`config.mk`:
```
export PLATFORM = sky130hd
export DESIGN_NAME = fifo_w8_r1_sync
export DESIGN_NICKNAME = d
export VERILOG_FILES = /design/src/rtl/fifo_w8_r1_pkg.sv /design/src/rtl/fifo_w8_r1_mem.sv /design/src/rtl/fifo_w8_r1_sync.sv
export SDC_FILE = /design/constraint.sdc
export NUM_CORES = 1
export LEC_CHECK = 0
export ABC_AREA = 1
export BUFFER_PORTS_ARGS = -buffer_cell sky130_fd_sc_hd__buf_2
export CORE_MARGIN = 5
export CORE_UTILIZATION = 34
export CTS_BUF_LIST = sky130_fd_sc_hd__clkbuf_2 sky130_fd_sc_hd__clkbuf_4 sky130_fd_sc_hd__clkbuf_8
export CTS_CLUSTER_DIAMETER = 50
export DETAILED_ROUTE_END_ITERATION = 8
export HOLD_SLACK_MARGIN = 0.05
export SLEW_MARGIN = 20
export SYNTH_ARGS = -nofsm -noshare
export SYNTH_HDL_FRONTEND = slang
export SYNTH_HIERARCHICAL = 1
export SYNTH_SLANG_ARGS = --single-unit
```
`constraint.sdc`:
```
create_clock -name clk -period 6.4 [get_ports clk]
set_input_delay 1.28 -clock clk [delete_from_list [all_inputs] [get_ports clk]]
set_output_delay 1.28 -clock clk [all_outputs]
set_load 0.02 [all_outputs]
```
`src/rtl/fifo_w8_r1_pkg.sv`:
```
// -----------------------------------------------------------------------------
// fifo_w8_r1_pkg
// Shared constants and helpers for the 8-bit-in / 1-bit-out width-converting
// FIFO (fifo_w8_r1_sync) and its storage array (fifo_w8_r1_mem).
//   RATIO / RATIO_LOG2 : bits per stored byte and its log2
//   clog2()            : elaboration-time ceil(log2) for address widths
//   byte_occupancy()   : byte slots in use, from the write byte pointer and
//                        the byte part of the read bit pointer
// -----------------------------------------------------------------------------
package fifo_w8_r1_pkg;

  localparam int RATIO      = 8;
  localparam int RATIO_LOG2 = 3;

  function automatic int clog2(input int value);
    int result;
    int rem;
    result = 0;
    rem    = value - 1;
    while (rem > 0) begin
      result = result + 1;
      rem    = rem >> 1;
    end
    return result;
  endfunction

  // Pointers carry one wrap bit above the address, so the difference is taken
  // modulo 2^(addr_w+1). A partially read byte still counts as occupied
  // because rd_byte only advances once its last bit has been read.
  function automatic logic [31:0] byte_occupancy(input logic [31:0] wr_ptr,
                                                 input logic [31:0] rd_byte,
                                                 input int unsigned addr_w);
    logic [31:0] mask;
    mask = (32'd1 << (addr_w + 1)) - 32'd1;
    return (wr_ptr - rd_byte) & mask;
  endfunction

endpackage

```
`src/rtl/fifo_w8_r1_mem.sv`:
```
// -----------------------------------------------------------------------------
// fifo_w8_r1_mem
// DEPTH x 8 storage for fifo_w8_r1_sync. Synchronous write, asynchronous read
// so the top level can select a bit and register it in the same cycle.
// Contents are never reset.
//   clk     : write clock
//   wr_en   : write strobe (already qualified by the top level)
//   wr_addr : byte address to write
//   din     : byte to write
//   rd_addr : byte address to read
//   rd_data : byte at rd_addr (combinational)
// -----------------------------------------------------------------------------
module fifo_w8_r1_mem #(
  parameter int DEPTH  = 16,
  parameter int ADDR_W = 4
) (
  input  logic              clk,
  input  logic              wr_en,
  input  logic [ADDR_W-1:0] wr_addr,
  input  logic [7:0]        din,
  input  logic [ADDR_W-1:0] rd_addr,
  output logic [7:0]        rd_data
);

  logic [7:0] mem [DEPTH];

  always_ff @(posedge clk) begin
    if (wr_en) begin
      mem[wr_addr] <= din;
    end
  end

  assign rd_data = mem[rd_addr];

endmodule

```
`src/rtl/fifo_w8_r1_sync.sv`:
```
// -----------------------------------------------------------------------------
// fifo_w8_r1_sync
// Single-clock width-converting FIFO: bytes are pushed in, bits are popped
// out one per accepted read, most significant bit of each byte first.
// Optional build macro: FIFO_W8_R1_COUNT_EN adds the data_count output
// (number of unread bits, 0..DEPTH*8).
//   clk        : system clock, rising edge
//   rst_n      : asynchronous active-low reset
//   din        : write byte
//   wr_en      : write request
//   rd_en      : read request, one bit per accepted read
//   dout       : read bit, registered, valid right after the accepting edge
//   full       : no free byte slot
//   empty      : no unread bit
//   data_count : unread bits (only with FIFO_W8_R1_COUNT_EN)
//
// Handshake: a write is accepted on a rising edge where wr_en && !full, a read
// is accepted on a rising edge where rd_en && !empty. Requests presented while
// the matching flag is set are dropped without side effects. Flags come from
// the current pointers only, so both requests of one cycle are judged against
// the flags seen before the edge.
// -----------------------------------------------------------------------------
module fifo_w8_r1_sync
  import fifo_w8_r1_pkg::*;
#(
  parameter int DEPTH  = 16,
  parameter int ADDR_W = clog2(DEPTH)
) (
  input  logic       clk,
  input  logic       rst_n,
  input  logic [7:0] din,
  input  logic       wr_en,
  input  logic       rd_en,
  output logic       dout,
  output logic       full,
  output logic       empty
`ifdef FIFO_W8_R1_COUNT_EN
  ,
  output logic [ADDR_W+3:0] data_count
`endif
);

  // Byte pointer for writes, bit pointer for reads; both have a wrap bit.
  logic [ADDR_W:0]            wr_ptr;
  logic [ADDR_W+RATIO_LOG2:0] rd_ptr;
  logic [ADDR_W:0]            rd_byte;
  logic [RATIO_LOG2-1:0]      rd_bit;
  logic [ADDR_W+RATIO_LOG2:0] wr_bits;
  logic [7:0]                 rd_data;
  logic                       wr_accept;
  logic                       rd_accept;

  assign rd_byte = rd_ptr[ADDR_W+RATIO_LOG2:RATIO_LOG2];
  assign rd_bit  = rd_ptr[RATIO_LOG2-1:0];
  assign wr_bits = {wr_ptr, {RATIO_LOG2{1'b0}}};

  assign empty = (wr_bits == rd_ptr);
  assign full  = (byte_occupancy(32'(wr_ptr), 32'(rd_byte), ADDR_W) == 32'(DEPTH));

  assign wr_accept = wr_en && !full;
  assign rd_accept = rd_en && !empty;

  fifo_w8_r1_mem #(
    .DEPTH  (DEPTH),
    .ADDR_W (ADDR_W)
  ) u_mem (
    .clk     (clk),
    .wr_en   (wr_accept),
    .wr_addr (wr_ptr[ADDR_W-1:0]),
    .din     (din),
    .rd_addr (rd_byte[ADDR_W-1:0]),
    .rd_data (rd_data)
  );

  always_ff @(posedge clk or negedge rst_n) begin
    if (!rst_n) begin
      wr_ptr <= '0;
    end else if (wr_accept) begin
      wr_ptr <= wr_ptr + 1'b1;
    end
  end

  // MSB first: bit offset k within the byte selects bit 7-k, which for a
  // 3-bit offset is simply its bitwise inverse.
  always_ff @(posedge clk or negedge rst_n) begin
    if (!rst_n) begin
      rd_ptr <= '0;
      dout   <= 1'b0;
    end else if (rd_accept) begin
      rd_ptr <= rd_ptr + 1'b1;
      dout   <= rd_data[~rd_bit];
    end
  end

`ifdef FIFO_W8_R1_COUNT_EN
  // Difference never exceeds DEPTH*8, so modulo arithmetic is exact.
  assign data_count = wr_bits - rd_ptr;
`else
  // No occupancy counter in this build.
`endif

endmodule

```
== Yosys cells after proc, flatten, opt, wreduce, memory -nomap -nowiden ==
Memories as Yosys holds them, arrays and structs flattened.
Index checks and enable logic that the tools add are counted.

* Add/subtract/negate cells: 3
* $mul: 0
* Divide/modulo/power cells: 0
* $lt $le $gt $ge: 1
* Eq/ne operators: 2
* Shift-type cells: 0
* Mux-type cells: 4
* Bitwise logic cells: 1
* Reductions and logical operators: 4

{| class="wikitable"
|+ Operators by type and width
! operator !! count
|-
| $add 8x1->8 const B || 1
|-
| $eq 8x8->1 || 1
|-
| $add 5x1->5 const B || 1
|-
| $eq 5x5->1 const B || 1
|-
| $sub 5x5->5 || 1
|-
| $lt 3x4->1 const B || 1
|-
| $bmux 1 s3 || 1
|-
| $mux 1 || 3
|-
| $not 3->3 || 1
|-
| $logic_and 1x1->1 || 2
|-
| $logic_not 1->1 || 2
|}

* Register bits: 14
* Latch bits: 0
* Bits in writable memories: 128
* Bits in read-only memories: 0
* Input port bits: 12
* Output and inout port bits: 3
* Logic and storage cells: 19
* Memories kept: 1

{| class="wikitable"
|+ Memories
! name !! depth !! bits a word !! rd ports !! clocked after Yosys merged registers in !! wr ports !! RTL line !! RTL
|-
| u_mem.mem || 16 || 8 || 1 || 0 || 1 || fifo_w8_r1_mem.sv:25 || <nowiki>logic [7:0] mem [DEPTH];</nowiki>
|}

== Depth between registers and ports, before layout ==
Gate-level depths: netlist (run 1).

* Depth in word-level cells: 6
* Mapped depth: 14
* Gate-level depth less buffers: 13

== Hierarchy ==
Netlist (run 1), hierarchy kept.

{| class="wikitable"
|+ Modules (own cells, without submodules)
! module !! times used !! cells each !! area an instance (sq um) !! seq. area each (sq um)
|-
| fifo_w8_r1_mem || 1 || 543 || 5606.6 || 3843.7
|-
| fifo_w8_r1_sync || 1 || 143 || 1042.2 || 350.3
|}

== Least setup slack after synthesis (run 1) ==
Ideal clock, no wire load.

* Kind: register -> output
* Start: register wr_ptr[0]
* End: output full
* Arrival: 1.728 ns
* Required time: 5.120 ns
* Setup slack: 3.392 ns
* Cell stages (with the launch flop): 10
* Path buffers: 0
* Cells stage by stage: dfrtp_1 > inv_1 > ha_1 > fa_1 > nand2_1 > nor2_1 > inv_1 > nor2_1 > nand2_1 > inv_1

* Longest elaborated chain between the ends: 2

{| class="wikitable"
|+ RTL lines
! item !! RTL line !! RTL
|-
| start: declaration || fifo_w8_r1_sync.sv:44 || <nowiki>logic [ADDR_W:0] wr_ptr;</nowiki>
|-
| start signal: assignment || fifo_w8_r1_sync.sv:79 || <nowiki>wr_ptr <= wr_ptr + 1'b1;</nowiki>
|-
| $sub 5x5->5 || fifo_w8_r1_pkg.sv:35 || <nowiki>return (wr_ptr - rd_byte) & mask;</nowiki>
|-
| $eq 5x5->1 || fifo_w8_r1_sync.sv:58 || <nowiki>assign full = (byte_occupancy(32'(wr_ptr), 32'(rd_byte), ADDR_W) == 32'(DEPTH));</nowiki>
|-
| end: declaration || fifo_w8_r1_sync.sv:35 || <nowiki>output logic full,</nowiki>
|}

Every way passes these cells.

== Worst setup path after layout (run 1) ==
* Start: register rd_ptr[3]
* End: output full

* Longest elaborated chain between the ends: 2

{| class="wikitable"
|+ RTL lines
! item !! RTL line !! RTL
|-
| start: declaration || fifo_w8_r1_sync.sv:45 || <nowiki>logic [ADDR_W+RATIO_LOG2:0] rd_ptr;</nowiki>
|-
| start signal: assignment || fifo_w8_r1_sync.sv:90 || <nowiki>rd_ptr <= rd_ptr + 1'b1;</nowiki>
|-
| $sub 5x5->5 || fifo_w8_r1_pkg.sv:35 ||
|-
| $eq 5x5->1 || fifo_w8_r1_sync.sv:58 ||
|}

Every way passes these cells.

==> PnR_summary.wiki, run 1 <==
{| class="wikitable"
! Metric !! Value
|-
| Most common cell in the netlist || sky130_fd_sc_hd__nand2_1
|-
| Number of violations of the max-capacitance limit || 0
|-
| Detailed Routing Iterations Pass 1 || 4
|-
| Pin count of the biggest net entering global routing || 71
|-
| Switching Power || 1.10 mW
|-
| CTS tree || built
|-
| Count of instances resized after the clock tree is built || 0
|-
| Via/cell ratio || roughly 4.6
|-
| Leakage component of the power || 3.12 nW
|-
| Post-synthesis instance total || 686
|-
| Final total power || 2.82 mW
|-
| Actual transition at the worst max-transition pin || 956 ps
|-
| Clock latency at the later pin of the worst-skew pair || 450 ps
|-
| Share of the clock period used by the worst path after layout || 0.624
|-
| Sequential fraction of the synthesis area || 0.631
|-
| # hold bufs at CTS || 0
|-
| Standard cell core area || 0.0193 sq mm
|-
| Post-synthesis instance area || 0.00665 sq mm
|-
| Setup TNS || 0 ps
|-
| Maximum resistive drop on vdd || 0.180 mV
|-
| Initial cell density of the core || 0.344
|-
| Die W || 150 um
|-
| Proportion of power drawn by combinational gates || 0.349
|-
| Worst-path clk slew || 70 ps
|-
| Global-route wire length before repair || 23000 um
|-
| Part of the total power dissipated in sequential elements || 0.429
|-
| Cell accounting for the most synthesized area || sky130_fd_sc_hd__edfxtp_1
|-
| Number of enable flip-flop cells after synthesis || around 130
|-
| Area of the die || around 0.022 sq mm
|-
| Area fraction of the dominant cell type after synthesis || 0.578
|-
| Vias in the first global route || between 4000 and 5000
|-
| Shortest period the worst path allows || 3990 ps
|-
| Net count after synthesis || 706
|-
| Yosys synthesis warning count || 6
|-
| Buffers inserted during post-CTS setup optimization || 0
|-
| H-tree levels || 4
|-
| Max-Slew Margin vs Limit || 0.362
|-
| Critical path data arrival time || around 2700 ps
|-
| Final number of max-transition violations || 0
|-
| Share of synthesized registers carrying an async set or reset || 0.0986
|-
| Setup violations, final || 0
|-
| Diodes inserted || 0
|-
| Number of clock sinks || 142
|-
| Residual DRC || 0
|-
| Total congestion overflow || 0
|-
| Final HPWL from detailed placement || ~9000 um
|-
| Clock Tree Buf Depth || 2
|-
| Flop and latch count out of synthesis || approximately 140
|-
| Antenna-violating nets left || 0
|-
| Input/output buffers || 14
|-
| Mean area per synthesized cell || 9.69 sq um
|-
| Type of the worst setup path || reg2out
|-
| Antenna violations before repair || 0
|-
| Drt initial violations || 372
|-
| Switching fraction of total power || 0.388
|-
| All-layer global routing usage || 0.135
|-
| Biggest fanout along the worst timing path || 70
|-
| Top flip-flop cell by instance count after synthesis || sky130_fd_sc_hd__edfxtp_1
|-
| Portion of total power attributed to the clock network || 0.223
|-
| Final clock skew || 12.4 ps
|-
| Critical Path Source Type || flip-flop
|-
| Kind of end point of the critical path || primary output
|-
| Type of the most critical hold path || reg2reg
|-
| Power density normalized to cell area || 390 mW/mm^2
|-
| Synthesis-to-finish area growth || 8.81%
|-
| Count of unique library cells instantiated by Yosys || 25
|-
| Fmax || roughly 0.25 GHz
|-
| Most instantiated cells after synthesis || 221 x sky130_fd_sc_hd__nand2_1, 128 x sky130_fd_sc_hd__edfxtp_1, 121 x sky130_fd_sc_hd__inv_1
|-
| Cells taking the most area after synthesis || sky130_fd_sc_hd__edfxtp_1 58%, sky130_fd_sc_hd__nand2_1 12%, sky130_fd_sc_hd__nand3_1 8.3%
|-
| Number of nets in the final layout || about 720
|-
| Height of the chip || 150 um
|-
| Data required time of the critical path || between 5000 and 6000 ps
|-
| Vias || roughly 4500
|-
| Overall routed net length || 14400 um
|-
| Weighted congestion at the end of routability-driven global placement || 0.789
|-
| Internal power of the cells || 1.72 mW
|-
| Clock tree root buffer cell || sky130_fd_sc_hd__clkbuf_8
|-
| Total number of placement rows || 51
|-
| Final hold violation count || 0
|-
| TritonCTS buffer count || 17
|-
| Unrepaired setup endpoints after global routing || false
|-
| # IOs || 15
|-
| Outcome || completed
|-
| Routed len/inst || 14.8 um
|-
| Share of cells above drive strength 1 || 0.0790
|}
[metal layers]
layer / up-vias / global-route usage / wire length (um)
met2: 111 / 0.219 / 6850
met5: - / 0 / 0
met4: 0 / 0.0471 / 262
li1: 2215 / - / -
met3: 19 / 0.0248 / 601
met1: 2112 / 0.181 / 6700
[area by class of cell]
type | instances | area, sq um
clock buffer | 18 | 241
clock inverter | 14 | 103
fill | 1910 | 12100
inverter | 125 | 470
multi-input combinational | 394 | 1810
sequential | 142 | 4200
tap | 265 | 332
timing repair buffer | 16 | 85.1
[worst max-delay path, cell delays in order, from the launching register on]
cell	delay, ps
sky130_fd_sc_hd__dfrtp_2	390
sky130_fd_sc_hd__buf_4	350
sky130_fd_sc_hd__ha_1	340
sky130_fd_sc_hd__fa_1	390
sky130_fd_sc_hd__inv_1	80
sky130_fd_sc_hd__nand3_1	90
sky130_fd_sc_hd__nand2_1	80
sky130_fd_sc_hd__nand2_1	50
sky130_fd_sc_hd__nand2_1	80
sky130_fd_sc_hd__inv_1	50
sky130_fd_sc_hd__nand2_1	150
sky130_fd_sc_hd__inv_1	50
sky130_fd_sc_hd__buf_2	150
[path summary, 6_finish.rpt]
kind	cells after the start	slack (ps)	to	start
max in group asynchronous	1	5380	rd_ptr[3]$_DFFE_PN0P_	rst_n
min reg2reg	2	490	dout$_DFFE_PN0P_	dout$_DFFE_PN0P_
max reg2reg	10	2990	u_mem/mem[11][1]$_DFFE_PP_	rd_ptr[3]$_DFFE_PN0P_
min	2	490	dout$_DFFE_PN0P_	dout$_DFFE_PN0P_
max	12	2410	full	rd_ptr[3]$_DFFE_PN0P_
min in group asynchronous	1	740	rd_ptr[4]$_DFFE_PN0P_	rst_n
[placed cells by master, fill, tap and decap left out, types with 5 or more instances in the layout]
master	n
sky130_fd_sc_hd__dfrtp_1	13
sky130_fd_sc_hd__buf_2	14
sky130_fd_sc_hd__edfxtp_1	128
sky130_fd_sc_hd__o21ai_2	5
sky130_fd_sc_hd__inv_1	121
sky130_fd_sc_hd__ha_1	7
sky130_fd_sc_hd__nand3_1	110
sky130_fd_sc_hd__nor2_1	24
sky130_fd_sc_hd__nand2_1	221
sky130_fd_sc_hd__clkinv_1	5
sky130_fd_sc_hd__xor2_1	8
sky130_fd_sc_hd__clkbuf_8	17
[per-stage QoR]
| step | setup slack [ps] | area (sq um) | cells | hold WS (ps) | util |
|---|---|---|---|---|---|
| floorplan | 3390 | 6650 | 686 | 464 | - |
| global placement | 2890 | 6890 | 942 | 470 | 0.356 |
| detailed placement | 2860 | 6890 | 942 | 481 | 0.356 |
| CTS | 2360 | 7230 | 974 | 500 | 0.374 |
| global route | 2030 | 7230 | 974 | 524 | 0.374 |
| finish | 2410 | 7230 | 974 | 494 | 0.374 |
[power groups by stage]
stage | sequential, mW | clock, mW | combinational, mW
floorplan | 1.20 | 0 | 0.754
global placement | 1.23 | 0 | 0.975
detailed placement | 1.23 | 0 | 0.982
CTS | 1.21 | 0.645 | 0.987
global route | 1.22 | 0.689 | 1.11
finish | 1.21 | 0.628 | 0.984
[logic make-up after synthesis]
family                     after synthesis  share of synthesized area
xor gates and xnor gates                 9                     0.0119
buffers and inverters                  150                     0.0973
and+or+nand+nor                        363                      0.229
adders and majority gates                8                     0.0162
AOI/OAI and AO/OA                       14                     0.0147
DFF                                    142                      0.631
[flip-flops by register name (all words and copies together) (netlist names)]
signal / count
u_mem/mem: 128
dout: 1
rd_ptr: 8
wr_ptr: 5
(Power assumes the default switching activity.)
==> inputs of run 2 (changes only) <==
--- a/config.mk
+++ b/config.mk
@@ -5,7 +5,7 @@
 export SDC_FILE = /design/constraint.sdc
 export NUM_CORES = 1
 export LEC_CHECK = 0
-export ABC_AREA = 1
+export ABC_AREA = 0
 export BUFFER_PORTS_ARGS = -buffer_cell sky130_fd_sc_hd__buf_2
 export CORE_MARGIN = 5
 export CORE_UTILIZATION = 34
==> constraint.sdc (replaced) <==
create_clock -name clk -period 3.36 [get_ports clk]
set_input_delay 0.672 -clock clk [delete_from_list [all_inputs] [get_ports clk]]
set_output_delay 0.672 -clock clk [all_outputs]
set_load 0.02 [all_outputs]
==> run 2 against run 1 <==
Compared with the run above: clock-buffer cell count is 3 higher; critical path depth is 2 lower; global-route usage is 1.2 points lower; non-clock buffer count is 20 higher; synthesized cell count is 56% lower; cell area is 7.3% lower; via count is 35% lower; flip-flop and latch count stayed put; combinational power is 89% higher; clock skew is 1.1 ps lower; worst setup slack worse by 2100 ps; sequential share of layout area is 4.6 points higher; highest routed layer unchanged.
==> PnR_summary.wiki, run 2 <==
{| class="wikitable"
! Metric !! Value
|-
| Outcome || completed
|-
| Top flip-flop cell by instance count after synthesis || sky130_fd_sc_hd__edfxtp_1
|-
| Height of the chip || about 140 um
|-
| Kind of end point of the critical path || flip-flop
|-
| Pin count of the biggest net entering global routing || 36
|-
| Crit path largest cell delay || 530 ps
|-
| CTS tree || built
|-
| Number of enable flip-flop cells after synthesis || 128
|-
| Internal power of the cells || between 3 and 4 mW
|-
| Mean area per synthesized cell || about 19 sq um
|-
| Post-synthesis instance area || 0.00589 sq mm
|-
| Share of synthesized registers carrying an async set or reset || 0.0986
|-
| Most instantiated cells after synthesis || 128 x sky130_fd_sc_hd__edfxtp_1, 20 x sky130_fd_sc_hd__mux4_2, 19 x sky130_fd_sc_hd__nor2_1
|-
| Max-Slew Margin vs Limit || 0.573
|-
| Switching Power || 1.73 mW
|-
| Count of unique library cells instantiated by Yosys || 38
|-
| Critical path data arrival time || 3170 ps
|-
| Crit-path leading delay family || simple AND/OR/NAND/NOR gates
|-
| Antenna violations before repair || 0
|-
| Post-place setup slack || 340 ps
|-
| Number of flip-flops under the largest register name || 128
|-
| # IOs || 15
|-
| Count of instances resized after the clock tree is built || 0
|-
| Post-synthesis instance total || ~300
|-
| Final Non-Filler Cells || 584
|-
| Number of violations of the max-capacitance limit || 0
|-
| Global-route wire length before repair || 18100 um
|-
| # hold bufs at CTS || 0
|-
| Area fraction of the dominant cell type after synthesis || 0.653
|-
| Detailed Routing Iterations Pass 1 || 4
|-
| Clock tree root buffer cell || sky130_fd_sc_hd__clkbuf_8
|-
| Flop and latch count out of synthesis || 142
|-
| Registers with the most flip-flops || u_mem/mem x128, rd_ptr x8, wr_ptr x5
|-
| Number of buffer and inverter instances along the worst setup path || 2
|-
| Share of cells above drive strength 1 || 0.259
|-
| Most common cell in the netlist || sky130_fd_sc_hd__edfxtp_1
|-
| Weighted congestion at the end of routability-driven global placement || 0.767
|-
| Portion of total power attributed to the clock network || 0.240
|-
| Antenna-violating nets left || 0
|-
| Drt initial violations || 245
|-
| Vias in the first global route || 3081
|-
| Final number of max-transition violations || 0
|-
| Setup TNS || 0 ps
|-
| Share of the clock period used by the worst path after layout || 0.904
|-
| All-layer global routing usage || 0.123
|-
| Most used cells in the layout excluding fill and tap cells || 128 x sky130_fd_sc_hd__edfxtp_1, 22 x sky130_fd_sc_hd__buf_4, 20 x sky130_fd_sc_hd__mux4_2
|-
| H-tree levels || 4
|-
| Total placed instance area || 0.00632 sq mm
|-
| Data required time of the critical path || approximately 3500 ps
|-
| Type of the worst setup path || reg2reg
|-
| Cells taking the most area after synthesis || sky130_fd_sc_hd__edfxtp_1 65%, sky130_fd_sc_hd__mux4_2 7.6%, sky130_fd_sc_hd__mux4_1 6.2%
|-
| Clock latency at the later pin of the worst-skew pair || approximately 420 ps
|-
| Minimum setup slack among reg-to-reg paths || around 320 ps
|-
| TritonCTS buffer count || 17
|-
| Proportion of power drawn by combinational gates || 0.338
|-
| Final worst setup slack || 323 ps
|-
| Standard cell core area || 0.0171 sq mm
|-
| Cell accounting for the most synthesized area || sky130_fd_sc_hd__edfxtp_1
|-
| Area of the die || roughly 0.020 sq mm
|-
| Sequential fraction of the synthesis area || 0.712
|-
| Switching fraction of total power || 0.316
|-
| Post-Layout Inst Area || 0.00671 sq mm
|-
| Residual DRC || 0
|-
| Part of the total power dissipated in sequential elements || 0.422
|-
| Maximum resistive drop on vdd || 0.455 mV
|-
| Leakage component of the power || between 2 and 2.5 nW
|-
| Overall routed net length || roughly 11000 um
|-
| Critical-path cell list || ha_1 -> fa_1 -> nand2b_1 -> a21oi_1 -> xor2_2 -> o31ai_2 -> inv_1 -> or3b_2 -> nor3_2 -> buf_4
|-
| Cell with the largest stage delay on the worst path || sky130_fd_sc_hd__or3b_2
|-
| Shortest period the worst path allows || 3040 ps
|-
| Power density normalized to cell area || between 800 and 900 mW/mm^2
|-
| Vias || 2909
|-
| Synthesis-to-finish area growth || 13.9%
|-
| Diodes inserted || 0
|-
| Number of nets in the final layout || 367
|-
| Via/cell ratio || 4.98
|-
| Final-layout worst hold slack || 143 ps
|-
| Buffers inserted during post-CTS setup optimization || 0
|-
| Most common library cell in the layout ignoring fill and taps || sky130_fd_sc_hd__edfxtp_1
|-
| Final total power || 5.49 mW
|-
| Input/output buffers || 14
|-
| Die W || ~140 um
|-
| Register with the most flip-flops || u_mem/mem
|-
| Setup violations, final || 0
|-
| Biggest fanout along the worst timing path || 8
|-
| Unrepaired setup endpoints after global routing || false
|-
| Clock Tree Buf Depth || 2
|-
| Number of clock sinks || 142
|-
| Total number of placement rows || 48
|-
| Final clock skew || 11.3 ps
|-
| Yosys synthesis warning count || 6
|-
| Final hold violation count || 0
|-
| Total congestion overflow || 0
|-
| Post-Route Utilization || 0.392
|-
| Post-placement cell count || between 500 and 600
|-
| Actual transition at the worst max-transition pin || 640 ps
|-
| Critical Path Source Type || flip-flop
|-
| Routed len/inst || 19.5 um
|-
| Final HPWL from detailed placement || between 7000 and 8000 um
|-
| Initial cell density of the core || 0.344
|-
| Net count after synthesis || 323
|-
| Fmax || 0.329 GHz
|-
| Type of the most critical hold path || in2async
|-
| Worst-path clk slew || ~70 ps
|}
run 2: cell types whose count changed after synthesis, moves of 4 or more:
cell,change
sky130_fd_sc_hd__a22oi_1,+16
sky130_fd_sc_hd__buf_2,-10
sky130_fd_sc_hd__buf_6,-4
sky130_fd_sc_hd__inv_1,-111
sky130_fd_sc_hd__inv_2,-4
sky130_fd_sc_hd__mux4_1,+14
sky130_fd_sc_hd__mux4_2,+20
sky130_fd_sc_hd__nand2_1,-210
sky130_fd_sc_hd__nand2b_1,+5
sky130_fd_sc_hd__nand3_1,-107
sky130_fd_sc_hd__nor2_1,-5
sky130_fd_sc_hd__o21ai_2,-5
sky130_fd_sc_hd__xnor2_1,+8
sky130_fd_sc_hd__xor2_1,-4
run 2: area by class of cell:
cell class	count	area [sq um]
timing repair buffer	36	235
inverter	10	37.5
sequential	142	4200
tap	225	282
clock inverter	10	121
clock buffer	21	264
multi-input combinational	140	1570
fill	1549	10400
run 2: worst paths after layout:
path | startpoint | to | cells past startpoint
setup / recovery | rd_ptr[3]$_DFFE_PN0P_ | u_mem/mem[0][7]$_DFFE_PP_ | 10
hold / removal | rst_n | rd_ptr[5]$_DFFE_PN0P_ | 1
setup reg to reg | rd_ptr[3]$_DFFE_PN0P_ | u_mem/mem[0][7]$_DFFE_PP_ | 10
hold reg to reg | dout$_DFFE_PN0P_ | dout$_DFFE_PN0P_ | 2
max in group asynchronous | rst_n | rd_ptr[3]$_DFFE_PN0P_ | 1
min in group clk | dout$_DFFE_PN0P_ | dout$_DFFE_PN0P_ | 2
run 2: kinds of logic after synthesis:
| family | synth area share |
|---|---|
| xor gates and xnor gates | 0.0249 |
| AOI/OAI and AO/OA | 0.0295 |
| muxes | 0.145 |
| adders and majority gates | 0.0183 |
| DFF | 0.712 |
| buffers and inverters | 0.0217 |
| and+or+nand+nor | 0.0482 |
run 2: power groups by stage:
| stage | combinational, mW | clock, mW | sequential [mW] |
|---|---|---|---|
| after global placement | 1.85 | 0 | 2.35 |
| final | 1.86 | 1.32 | 2.32 |
| after global routing | 2.04 | 1.44 | 2.35 |
| after detailed placement | 1.88 | 0 | 2.35 |
| after floorplan | 1.37 | 0 | 2.35 |
| after CTS | 1.89 | 1.36 | 2.32 |
run 2: per-layer routing:
metal  global-route usage  wire length (um)  vias to the layer above
li1                     -                 -                     1315
met4               0.0495               227                        0
met1                0.162              5050                     1515
met5                    0                 0                        -
met2                0.194              5560                       64
met3               0.0317               552                       15
